===== src/rtl/mips_fetch_pkg.sv =====
// Shared types and constants for the instruction fetch queue.
package mips_fetch_pkg;

  localparam int INST_W = 32;
  localparam logic [INST_W-1:0] PC_INC = 32'd4;
  localparam logic [INST_W-1:0] RESET_PC_DEFAULT = 32'h0000_0000;

  typedef enum logic [1:0] {
    IDLE  = 2'd0,
    REQ   = 2'd1,
    DRAIN = 2'd2
  } fetch_state_t;

  // One queued fetch: instruction word tagged with its PC (64 bits total).
  typedef struct packed {
    logic [INST_W-1:0] inst;
    logic [INST_W-1:0] pc;
  } fetch_entry_t;

  // Force a byte address onto a word boundary.
  function automatic logic [INST_W-1:0] word_align(input logic [INST_W-1:0] addr);
    return {addr[INST_W-1:2], 2'b00};
  endfunction

endpackage


===== src/rtl/fetch_fifo.sv =====
// DEPTH-entry synchronous FIFO of {inst, pc} entries with flush.
// Storage is not reset; only pointers and occupancy are.
module fetch_fifo
  import mips_fetch_pkg::*;
#(
  parameter int DEPTH = 4,
  parameter int CNT_W = $clog2(DEPTH) + 1
) (
  input  logic               clk,
  input  logic               Rst,
  input  logic               push,
  input  logic               pop,
  input  logic               flush,
  input  fetch_entry_t       wdata,
  output fetch_entry_t       rdata,
  output logic [CNT_W-1:0]   count,
  output logic               full,
  output logic               empty
);

  localparam int PTR_W = $clog2(DEPTH);

  fetch_entry_t     mem [DEPTH];
  logic [PTR_W-1:0] wr_ptr;
  logic [PTR_W-1:0] rd_ptr;
  logic             do_push;
  logic             do_pop;

  assign full    = (count == CNT_W'(DEPTH));
  assign empty   = (count == '0);
  // A push into a full FIFO is legal only when the head leaves the same cycle.
  assign do_push = push & (~full | pop) & ~flush;
  assign do_pop  = pop & ~empty & ~flush;
  assign rdata   = mem[rd_ptr];

  // Write the incoming entry at the tail.
  always_ff @(posedge clk) begin
    if (do_push) begin
      mem[wr_ptr] <= wdata;
    end
  end

  // Track pointers and occupancy; flush empties the queue in one edge.
  always_ff @(posedge clk) begin
    if (!Rst || flush) begin
      wr_ptr <= '0;
      rd_ptr <= '0;
      count  <= '0;
    end else begin
      if (do_push) begin
        wr_ptr <= wr_ptr + PTR_W'(1);
      end
      if (do_pop) begin
        rd_ptr <= rd_ptr + PTR_W'(1);
      end
      case ({do_push, do_pop})
        2'b10:   count <= count + CNT_W'(1);
        2'b01:   count <= count - CNT_W'(1);
        default: count <= count;
      endcase
    end
  end

endmodule


===== src/rtl/inst_fetch_queue.sv =====
// Fetch stage: owns the fetch PC, issues one-at-a-time requests to a
// variable-latency instruction memory, queues returned words with their PC
// and hands them to decode over valid/ready. Redirects flush queued and
// in-flight work.
// Optional build macro FETCH_STATS_EN adds stat_fetched / stat_flushed counters.
module inst_fetch_queue
  import mips_fetch_pkg::*;
#(
  parameter int                DEPTH    = 4,
  parameter logic [INST_W-1:0] RESET_PC = RESET_PC_DEFAULT
) (
  input  logic              clk,
  input  logic              Rst,
  input  logic              halt,
  input  logic              redirect,
  input  logic [INST_W-1:0] redirect_pc,
  output logic              imem_req,
  output logic [INST_W-1:0] imem_addr,
  input  logic              imem_ack,
  input  logic [INST_W-1:0] imem_rdata,
  output logic              inst_valid,
  input  logic              inst_ready,
  output logic [INST_W-1:0] inst,
  output logic [INST_W-1:0] inst_pc,
  output logic [INST_W-1:0] inst_pc4
`ifdef FETCH_STATS_EN
  ,
  output logic [31:0]       stat_fetched,
  output logic [31:0]       stat_flushed
`endif
);

  localparam int CNT_W = $clog2(DEPTH) + 1;

  fetch_state_t      state;
  logic [INST_W-1:0] fetch_pc;
  logic [INST_W-1:0] new_pc;
  logic              ack_acc;
  logic              pop;
  logic              push;
  logic              full;
  logic              empty;
  logic              room;
  logic              room_after_push;
  logic [CNT_W-1:0]  count;
  logic [CNT_W-1:0]  count_after_pop;
  fetch_entry_t      head;
  fetch_entry_t      wentry;
  logic              unused_pc_lsbs;

  // Low address bits of a redirect target carry no information.
  assign unused_pc_lsbs = ^redirect_pc[1:0];
  assign new_pc         = word_align(redirect_pc);

  // Acks only count while a request is actually being presented.
  assign ack_acc = imem_req & imem_ack;
  // Redirect wins over a same-cycle pop and drops data from the current ack.
  assign pop     = inst_valid & inst_ready & ~redirect;
  assign push    = ack_acc & (state == REQ) & ~redirect;

  assign count_after_pop = count - CNT_W'(pop);
  assign room            = ~(full & ~pop);
  assign room_after_push = (count_after_pop < CNT_W'(DEPTH - 1));

  assign wentry.inst = imem_rdata;
  assign wentry.pc   = imem_addr;

  fetch_fifo #(
    .DEPTH (DEPTH),
    .CNT_W (CNT_W)
  ) u_fifo (
    .clk   (clk),
    .Rst   (Rst),
    .push  (push),
    .pop   (pop),
    .flush (redirect),
    .wdata (wentry),
    .rdata (head),
    .count (count),
    .full  (full),
    .empty (empty)
  );

  assign inst_valid = ~empty;
  assign inst       = head.inst;
  assign inst_pc    = head.pc;
  assign inst_pc4   = head.pc + PC_INC;

  // Fetch FSM with registered request/address; one request outstanding at most.
  always_ff @(posedge clk) begin
    if (!Rst) begin
      state     <= IDLE;
      fetch_pc  <= RESET_PC;
      imem_req  <= 1'b0;
      imem_addr <= RESET_PC;
    end else if (redirect) begin
      fetch_pc <= new_pc;
      unique case (state)
        IDLE: begin
          if (!halt) begin
            state     <= REQ;
            imem_req  <= 1'b1;
            imem_addr <= new_pc;
          end
        end
        REQ, DRAIN: begin
          if (ack_acc) begin
            if (!halt) begin
              state     <= REQ;
              imem_addr <= new_pc;
            end else begin
              state    <= IDLE;
              imem_req <= 1'b0;
            end
          end else begin
            state <= DRAIN;
          end
        end
        default: begin
          state    <= IDLE;
          imem_req <= 1'b0;
        end
      endcase
    end else begin
      unique case (state)
        IDLE: begin
          if (!halt && room) begin
            state     <= REQ;
            imem_req  <= 1'b1;
            imem_addr <= fetch_pc;
          end
        end
        REQ: begin
          if (ack_acc) begin
            fetch_pc <= fetch_pc + PC_INC;
            if (!halt && room_after_push) begin
              imem_addr <= fetch_pc + PC_INC;
            end else begin
              state    <= IDLE;
              imem_req <= 1'b0;
            end
          end
        end
        DRAIN: begin
          if (ack_acc) begin
            if (!halt && room) begin
              state     <= REQ;
              imem_addr <= fetch_pc;
            end else begin
              state    <= IDLE;
              imem_req <= 1'b0;
            end
          end
        end
        default: begin
          state    <= IDLE;
          imem_req <= 1'b0;
        end
      endcase
    end
  end

`ifdef FETCH_STATS_EN
  logic discard_ack;
  assign discard_ack = ack_acc & ((state == DRAIN) | ((state == REQ) & redirect));

  // Count delivered fetches and work thrown away by redirects.
  always_ff @(posedge clk) begin
    if (!Rst) begin
      stat_fetched <= 32'd0;
      stat_flushed <= 32'd0;
    end else begin
      if (push) begin
        stat_fetched <= stat_fetched + 32'd1;
      end
      stat_flushed <= stat_flushed + (redirect ? 32'(count) : 32'd0) + {31'd0, discard_ack};
    end
  end
`endif

endmodule


===== config.mk =====
export PLATFORM = sky130hd
export DESIGN_NAME = inst_fetch_queue
export DESIGN_NICKNAME = d
export VERILOG_FILES = /design/src/rtl/mips_fetch_pkg.sv /design/src/rtl/fetch_fifo.sv /design/src/rtl/inst_fetch_queue.sv
export SDC_FILE = /design/constraint.sdc
export NUM_CORES = 1
export LEC_CHECK = 0
export CAP_MARGIN = 20
export CORE_MARGIN = 1
export CORE_UTILIZATION = 51
export CTS_BUF_LIST = sky130_fd_sc_hd__clkbuf_8
export CTS_CLUSTER_DIAMETER = 150
export DETAILED_ROUTE_END_ITERATION = 10
export PLACE_DENSITY = 0.76
export SYNTH_ARGS = -nofsm -noshare
export SYNTH_HDL_FRONTEND = slang
export SYNTH_SLANG_ARGS = --single-unit

===== constraint.sdc =====
create_clock -name clk -period 3.8 [get_ports clk]
set_input_delay 1.14 -clock clk [delete_from_list [all_inputs] [get_ports clk]]
set_output_delay 1.14 -clock clk [all_outputs]
set_load 0.01 [all_outputs]

After elaboration in Yosys (flattened, before gate mapping)
Memories as Yosys holds them, arrays and structs flattened. A register that Yosys moved wholly into a read port is not among the register bits.
Index checks and enable logic that the tools add are counted.
{"block": "totals", "register_bits": 74, "ram_bits": 256, "inputBits": 70, "output_inout_bits": 130, "elab_cells": 106, "mem_count": 1}
{"memory": "u_fifo.mem", "depth": 4, "word_bits": 64, "read_ports": 1, "rd_ports_with_merged_regs": 1, "write_ports": 1, "line_no": "fetch_fifo.sv:23", "source": "fetch_entry_t mem [DEPTH];"}
{"block": "op_classes", "addsub": 7, "magnitude_cmp": 1, "eq_ne": 15, "mux": 39, "bitwise": 17, "n_reduce_logical": 18}
{"op": "32-bit 2-to-1 mux", "count": 10}
{"op": "32-bit case mux with 3 select lines", "count": 1}
{"op": "32-bit by 3-bit adder with 32-bit output (second input constant)", "count": 2}
{"op": "32-bit case mux with 2 select lines", "count": 1}
{"op": "3-bit != test (second input constant)", "count": 8}
{"op": "2-bit 2-to-1 mux", "count": 9}
{"op": "1-bit 2-to-1 mux", "count": 13}
{"op": "1-bit bitwise AND", "count": 10}
{"op": "8-bit AND reduction", "count": 1}
{"op": "1-bit NOT", "count": 6}
{"op": "2-bit case mux with 3 select lines", "count": 1}
{"op": "3-bit case mux with 2 select lines", "count": 1}
{"op": "6-bit AND reduction", "count": 1}
{"op": "2-bit nonzero test", "count": 3}
{"op": "5-bit AND reduction", "count": 1}
{"op": "2-bit by 1-bit adder with 2-bit output (second input constant)", "count": 2}
{"op": "2-bit by 1-bit == test with 1-bit output (second input constant)", "count": 2}
{"op": "2-bit == test (second input constant)", "count": 2}
{"op": "2-bit case mux with 2 select lines", "count": 1}
{"op": "2-bit AND reduction", "count": 2}
{"op": "4-bit nonzero test", "count": 1}
{"op": "2-bit OR reduction", "count": 2}
{"op": "3-bit by 1-bit adder with 3-bit output (second input constant)", "count": 1}
{"op": "3-bit == test (second input constant)", "count": 1}
{"op": "other kinds (13)", "count": 15}

Depth between registers and ports, before layout
Gate-level depths: netlist of run 1.
{"block": "logic_depth", "depth_word": 12, "depth_mapped": 14, "depth_no_buf": 12}

Cells and area by module
From an unflattened synthesis of run 1, not the netlist that was laid out.
{"block": "hier_totals", "hier_cells": 967, "hier_area_um2": 14106.0}
{"mod": "fetch_fifo", "instances": 1, "cells_each": 389, "area_each_um2": 9694.3, "seq_area_each_um2": 7867.5}
{"mod": "inst_fetch_queue", "instances": 1, "cells_each": 578, "area_each_um2": 4411.7, "seq_area_each_um2": 1261.2}

Least setup slack after synthesis of run 1
Ideal clock, no wire load.
{"block": "synth_path", "path_type": "input port to flip-flop", "startpoint": "in redirect", "endpoint": "mem u_fifo.mem[1][10] (netlist name), enable pin", "setup_time_ns": 0.426, "arrival_ns": 3.615, "required_ns": 3.374, "path_slack_ns": -0.242, "stages": 6, "n_path_buf": 2, "cell_sequence": "clkbuf_1 nor2b_1 clkbuf_1 nand2_1 a31oi_1 and2_1"}
{"block": "synth_via", "elab_chain_cells": 7, "word_cells_on_any_way": 8, "cone_classes": "mux (2); bitwise (6)"}
{"item": "start, declared", "line_no": "inst_fetch_queue.sv:15", "source": "input logic redirect,"}
{"item": "1-bit NOT *", "line_no": "fetch_fifo.sv:32, inst_fetch_queue.sv:58, inst_fetch_queue.sv:59"}
{"item": "1-bit bitwise AND", "line_no": "inst_fetch_queue.sv:58", "source": "assign pop = inst_valid & inst_ready & ~redirect;"}
{"item": "1-bit bitwise OR", "line_no": "fetch_fifo.sv:32", "source": "assign do_push = push & (~full | pop) & ~flush;"}
{"item": "1-bit bitwise AND", "line_no": "fetch_fifo.sv:32"}
{"item": "1-bit bitwise AND *", "line_no": "fetch_fifo.sv:32"}
{"item": "1-bit 2-to-1 mux *", "line_no": "fetch_fifo.sv:38", "source": "if (do_push) begin"}
{"item": "1-bit 2-to-1 mux (implied by the code) *", "line_no": "fetch_fifo.sv:39", "source": "mem[wr_ptr] <= wdata;"}
{"item": "end, declared", "line_no": "fetch_fifo.sv:23"}
Every way passes the cells marked *; elsewhere a longest branch is shown, timed or not.

==> results of run 1 <==
==> final cells by class <==
| type | count | area share (%) |
|---|---|---|
| inverter | 15 | 0.314 |
| multi-input combinational | 565 | 27.2 |
| clock buffer | 52 | 4.00 |
| clock inverter | 33 | 1.21 |
| tap | 341 | 2.38 |
| sequential | 320 | 49.7 |
| timing repair buffer | 277 | 15.2 |
==> layer usage <==
layer	track usage (%)	up-vias	routed length, um
met5	0	-	0
met2	38.2	291	15600
met3	4.09	47	1770
li1	-	4182	-
met1	30.6	4424	13900
met4	6.68	0	654
==> metrics by stage <==
stage               util, %  worst slack [ns]  instance area (um^2)  instances
floorplan                 -             0.239                 14100        963
global placement       61.4           -0.0448                 16600       1496
detailed placement     61.4           -0.0708                 16600       1496
CTS                    65.8            -0.209                 17800       1597
global route           66.2            -0.360                 17900       1603
finish                 66.2            -0.200                 17900       1603
==> power by group <==
part | internal (W) | switching, W
Clock | 0.00146 | 0.00125
Sequential | 0.00390 | 0.000138
Combinational | 0.000353 | 0.000357
==> synth_stat cells (2+ instances only) <==
| master | count | area [um^2] |
|---|---|---|
| dfxtp_1 | 72 | 1440 |
| buf_2 | 5 | 25.0 |
| clkbuf_2 | 2 | 10.0 |
| o31ai_1 | 3 | 22.5 |
| buf_6 | 4 | 45.0 |
| or4_4 | 2 | 22.5 |
| clkbuf_8 | 12 | 165 |
| nand3_1 | 39 | 195 |
| edfxtp_1 | 248 | 7450 |
| nand2_2 | 2 | 12.5 |
| nor4_1 | 10 | 62.6 |
| clkbuf_1 | 28 | 105 |
| xor2_1 | 35 | 307 |
| buf_8 | 2 | 30.0 |
| nand4_4 | 2 | 42.5 |
| or3_1 | 4 | 25.0 |
| a31oi_1 | 6 | 37.5 |
| nand2b_1 | 21 | 131 |
| nor2_1 | 33 | 124 |
| nor3_2 | 2 | 20.0 |
| buf_4 | 7 | 52.6 |
| mux4_1 | 12 | 315 |
| and4_1 | 3 | 26.3 |
| xnor2_1 | 55 | 482 |
| a221oi_1 | 5 | 43.8 |
| nor2b_1 | 5 | 31.3 |
| o211a_1 | 5 | 50.1 |
| mux4_2 | 47 | 1060 |
| nor3_1 | 11 | 55.1 |
| nand2_1 | 80 | 300 |
| nor3b_1 | 5 | 37.5 |
| o21ai_0 | 30 | 150 |
| a21boi_0 | 14 | 105 |
| ha_1 | 13 | 163 |
| mux4_4 | 3 | 75.1 |
| and2_1 | 12 | 75.1 |
| and3_1 | 10 | 62.6 |
| mux2i_1 | 4 | 40.0 |
| nand4_1 | 15 | 93.8 |
| a21o_1 | 2 | 15.0 |
| inv_1 | 15 | 56.3 |
| a21oi_1 | 37 | 185 |
| o211ai_1 | 14 | 105 |
| buf_1 | 2 | 7.51 |
==> sequential cells by signal (all words and copies together), names as in the netlist, named ones only <==
signal         cells
fetch_pc          30
imem_addr         30
imem_req           1
state              2
u_fifo.count       3
u_fifo.mem       248
u_fifo.rd_ptr      2
u_fifo.wr_ptr      2
==> cell families after synthesis <==
| family | Yosys count | synth area share, % |
|---|---|---|
| AO/OA/AOI/OAI | 125 | 5.65 |
| buffers and inverters | 78 | 3.67 |
| XOR/XNOR | 90 | 5.60 |
| flip-flops | 320 | 63.2 |
| other | 1 | 0.0266 |
| multiplexers | 66 | 10.6 |
| AND/OR/NAND/NOR | 264 | 10.0 |
| adder cells (fa/ha/maj) | 14 | 1.30 |
==> worst max-delay path by stage <==
stage	to	slack, ns	cells after the start
final	inst_pc4[23]	-0.20	12
after detailed placement	inst_pc4[26]	-0.07	9
after floorplan	inst_pc4[26]	0.24	10
after global routing	inst_pc4[31]	-0.36	11
after CTS	inst_pc4[31]	-0.21	12
after global placement	inst_pc4[26]	-0.04	10
==> critical path, delay by kind of cell (launching register included) <==
kind / cells / cell delay [ns]
buf+inv: 7 / 0.86
mux: 1 / 0.51
simple gates: 3 / 0.42
flops: 1 / 0.40
xor+xnor: 1 / 0.10
==> placed cells by master (no fill, tap or decap), drive strengths merged, types with 21 or more instances in the layout <==
cell and n:
a21oi 37, buf 107, clkbuf 57, clkdlybuf4s50 156, dfxtp 72, edfxtp 248, inv 38, mux4 62
nand2 82, nand2b 21, nand3 40, nor2 33, o21ai 30, xnor2 55, xor2 35
==> timing repair <==
action	CTS	global route
hold buffers	0	0
cloned	1	0
endpoints found under the hold margin	0	0
pin swaps	18	12
resized for setup	142	34
setup buffers	16	9
setup endpoints to repair	38	50
==> results.cfg, run 1 <==
[status]
status = complete, but fails checks
failed_checks = setup timing

[pwr]
p_total_w = 0.00746
power_per_cell_area_mw_per_mm2 = 417
p_leak_nw = 6.22
ir_worst_vdd_v = 0.000312

[placement]
port_buffers = 191
dp_hpwl_mm = 21.6
gp_congestion = 0.898

[clock_tree]
cts_root_buffer = clkbuf_8
worstSkewPairLatency_ns = 0.57
cts_buffer_depth = 3
htreeDepth = 2
numCtsBuffers = 50
clk_pin_slew_ns = 0.06
clock_sinks = 320
cts_tree = built

[critical_path]
start_kind = flop
path_cells = buf_12 > buf_12 > mux4_2 > and4_4 > buf_6 > nor4b_4 > buf_6 > buf_12 > nand2_8 > buf_4 > xnor2_1 > buf_2
cp-end-kind = primary output
reg2reg_slack_ns = 0.87
path_class = flop to primary output
crit_path_max_incr_delay_ns = 0.51
critical_path_required_ns = 2.66
arrival_ns = 2.86
r2r-start = u_fifo.count[0]
cp_max_fo = 6
crit-reg2reg-capture = imem_addr[28]
timing.critical_path.mode_cell = buf_12
r2r_cells = 12
slowest_stage = mux4_2

[sta]
period_needed_ns = 4.00
rsz0062_at_grt = yes
fin_worst_skew_ns = 0.0187
finalHoldViolCount = 0
whs_ns = 0.525
worstMarginPinSlew_ns = 0.894
setup_tns_ns = -2.16
drv_slew = 0
setup_viol = 20
period_share_pct = 105
max_freq_mhz = 250
relSlewSlack_pct = 39.8
setup_ws_ns = -0.200

[finish]
syn2layout_area_growth_pct = 27.2
multiInputGateArea_mm2 = 0.00487
fill_cells = 1937
seqCellArea_mm2 = 0.00889
drive_above_1_share_pct = 22.1
n_antenna_cell = 0
finalNetCount = 1313

[yosys]
synth_flop_cell = edfxtp_1
synth-edff-count = 248
yosysUniqueCellTypes = 64
synthArstFlopShare_pct = 0
syn_area_per_cell_um2 = 14.7
syn_area_mm2 = 0.0141
yosysSeqAreaShare_pct = 63.2
ys_ff_latch = 320
syn_inst = 958
synth_warnings = 0

[routing]
drt-initial-drc-count = 671
drc = 0
drtAntennaViolNets = 0
wirelength_mm = 32.0
via_per_inst = 5.58
vias = 8944
avgRoutedWirePerCell_um = 19.9
drt-pass1-iter-count = 5

[job]
max_cap_viol_count = 0

[global_route]
overflow = 0
antenna_found_initial = 0
grt_pass1_vias = 9047
grt_usage_pct = 22.8
grt_max_degree = 57
grt_pass1_wl_mm = 49.7

[floorplanning]
dieHeight_um = 168
die_w_um = 168
pin_count = 200
start_util_pct = 52.1
core_area_mm2 = 0.0270
rows = 60
dieArea_mm2 = 0.0283

[hold_path]
worstHoldEndpoint = imem_addr[22]
hp-start = imem_addr[22]
whs_path_depth = 2
hold_path.class = flop to flop
Power figures use the tool's default switching activity.
==> run 2, diff against run 1 <==
--- a/config.mk
+++ b/config.mk
@@ -11,6 +11,7 @@
 export CTS_BUF_LIST = sky130_fd_sc_hd__clkbuf_8
 export CTS_CLUSTER_DIAMETER = 150
 export DETAILED_ROUTE_END_ITERATION = 10
+export MAX_ROUTING_LAYER = met4
 export PLACE_DENSITY = 0.76
 export SYNTH_ARGS = -nofsm -noshare
 export SYNTH_HDL_FRONTEND = slang
==> results.cfg, run 2 (synthesis gave the netlist of run 1 again) <==
[sta]
rsz0062_at_grt = yes
finalHoldViolCount = 0
setup_ws_ns = -0.131
setup_viol = 18
worstMarginPinSlew_ns = 0.906
relSlewSlack_pct = 39.6
max_freq_mhz = 254
period_share_pct = 103
setup_tns_ns = -1.18
period_needed_ns = 3.93
fin_worst_skew_ns = 0.0250
drv_slew = 0

[finish]
final_common_cell = edfxtp_1
drive_above_1_share_pct = 22.4
postLayoutCellArea_mm2 = 0.0179
largest_reg_flops = 248
final_cell_mix = edfxtp_1, clkdlybuf4s50_1, nand2_1
syn2layout_area_growth_pct = 27.2
largestRegisters = u_fifo.mem (248), fetch_pc (30), imem_addr (30)
n_antenna_cell = 0
finalNetCount = 1316
regMostFlops = u_fifo.mem
instances_no_fill = 1612

[pwr]
p_clk_share_pct = 36.7
seq_power_share_pct = 53.9
p_leak_nw = 6.19
power_switching_w = 0.00178
ir_worst_vdd_v = 0.000220
combPwrFrac_pct = 9.5
p_sw_share_pct = 23.7
p_total_w = 0.00748
p_int_w = 0.00571
power_per_cell_area_mw_per_mm2 = 418

[clock_tree]
clk_pin_slew_ns = 0.06
worstSkewPairLatency_ns = 0.56
htreeDepth = 2
cts_buffer_depth = 3
cts_tree = built
cts_root_buffer = clkbuf_8
numCtsBuffers = 50
clock_sinks = 320

[job]
max_cap_viol_count = 0

[critical_path]
r2r-start = state[1]
critical_path_required_ns = 2.66
path_class = flop to primary output
crit_path_max_incr_delay_ns = 0.39
cp-end-kind = primary output
path_cells = buf_12 > buf_6 > mux4_2 > nand3_4 > nor4_4 > buf_4 > and2_4 > and4_1 > xor2_1 > buf_2
cp_max_fo = 6
worst-path-buf-inv = 4
start_kind = flop
critPathTopFamily = simple AND/OR/NAND/NOR gates
slowest_stage = dfxtp_4
arrival_ns = 2.79

[placement]
gp_congestion = 0.888
dp_hpwl_mm = 21.7
port_buffers = 191
place_area_mm2 = 0.0166
pre_cts_ws_ns = -0.296
dp_cells = 1492

[floorplanning]
start_util_pct = 52.1
die_w_um = 168
dieHeight_um = 168
core_area_mm2 = 0.0270
rows = 60
pin_count = 200
dieArea_mm2 = 0.0283

[global_route]
grt_max_degree = 66
grt_pass1_wl_mm = 49.5
grt_pass1_vias = 8834
antenna_found_initial = 0
overflow = 0
grt_usage_pct = 23.5

[status]
status = complete, but fails checks
failed_checks = setup timing

[routing]
vias = 8990
avgRoutedWirePerCell_um = 20.2
via_per_inst = 5.58
wirelength_mm = 32.6
drc = 0
drtAntennaViolNets = 0
drt-pass1-iter-count = 5
drt-initial-drc-count = 778

[hold_path]
hold_path.class = flop to flop
hp-start = imem_addr[22]
==> run 2: what timing repair did <==
item                                    CTS  global route
hold buffers                              0             0
cloned                                    0             1
hold endpoints to repair                  0             0
setup buffers                            24             8
gates resized for setup                 127            43
endpoints found under the setup margin   40            28
pin swaps                                11            13
==> run 2: power groups by stage <==
stage / logic (W) / registers [W] / clock network (W)
3_5_place_dp: 0.000707 / 0.00410 / 0
4_1_cts: 0.000709 / 0.00403 / 0.00281
2_1_floorplan: 0.000354 / 0.00407 / 0
6_report: 0.000707 / 0.00403 / 0.00274
5_1_grt: 0.000766 / 0.00404 / 0.00295
3_3_place_gp: 0.000698 / 0.00409 / 0
==> run 2: worst register-to-register path: stages (launching register included) <==
cell and delay, ns:
dfxtp_1 0.32, inv_1 0.10, ha_1 0.75, nor2b_1 0.37
nand2_1 0.10, a31oi_1 0.23, buf_4 0.20, and2_2 0.36
buf_12 0.26
==> run 2: final cells by class <==
| type | count | area [um^2] |
|---|---|---|
| clock inverter | 33 | 169 |
| tap | 341 | 427 |
| sequential | 320 | 8890 |
| multi-input combinational | 565 | 4840 |
| timing repair buffer | 280 | 2710 |
| fill | 1939 | 9130 |
| inverter | 15 | 58.8 |
| clock buffer | 58 | 798 |
==> run 2: routing by layer <==
layer / track usage [%] / routed length, um
met1: 31.1 / 14300
met3: 3.67 / 1720
met5: - / 0
met2: 37.9 / 15900
met4: 6.68 / 690
==> run 2: stage by stage <==
stage                     hold slack [ns]  util, %
after floorplan                     0.485        -
after global placement              0.500     61.3
after detailed placement            0.516     61.3
after CTS                           0.526     65.6
after global routing                0.544     66.2
final                               0.525     66.2
==> run 2: path summary, 6_finish.rpt <==
kind,endpoint,slack (ns),cells after the start
setup reg to reg,u_fifo.mem[0][52],0.76,8
setup / recovery,inst_pc4[26],-0.13,10
hold reg to reg,imem_addr[22],0.53,2
hold / removal,imem_addr[22],0.53,2
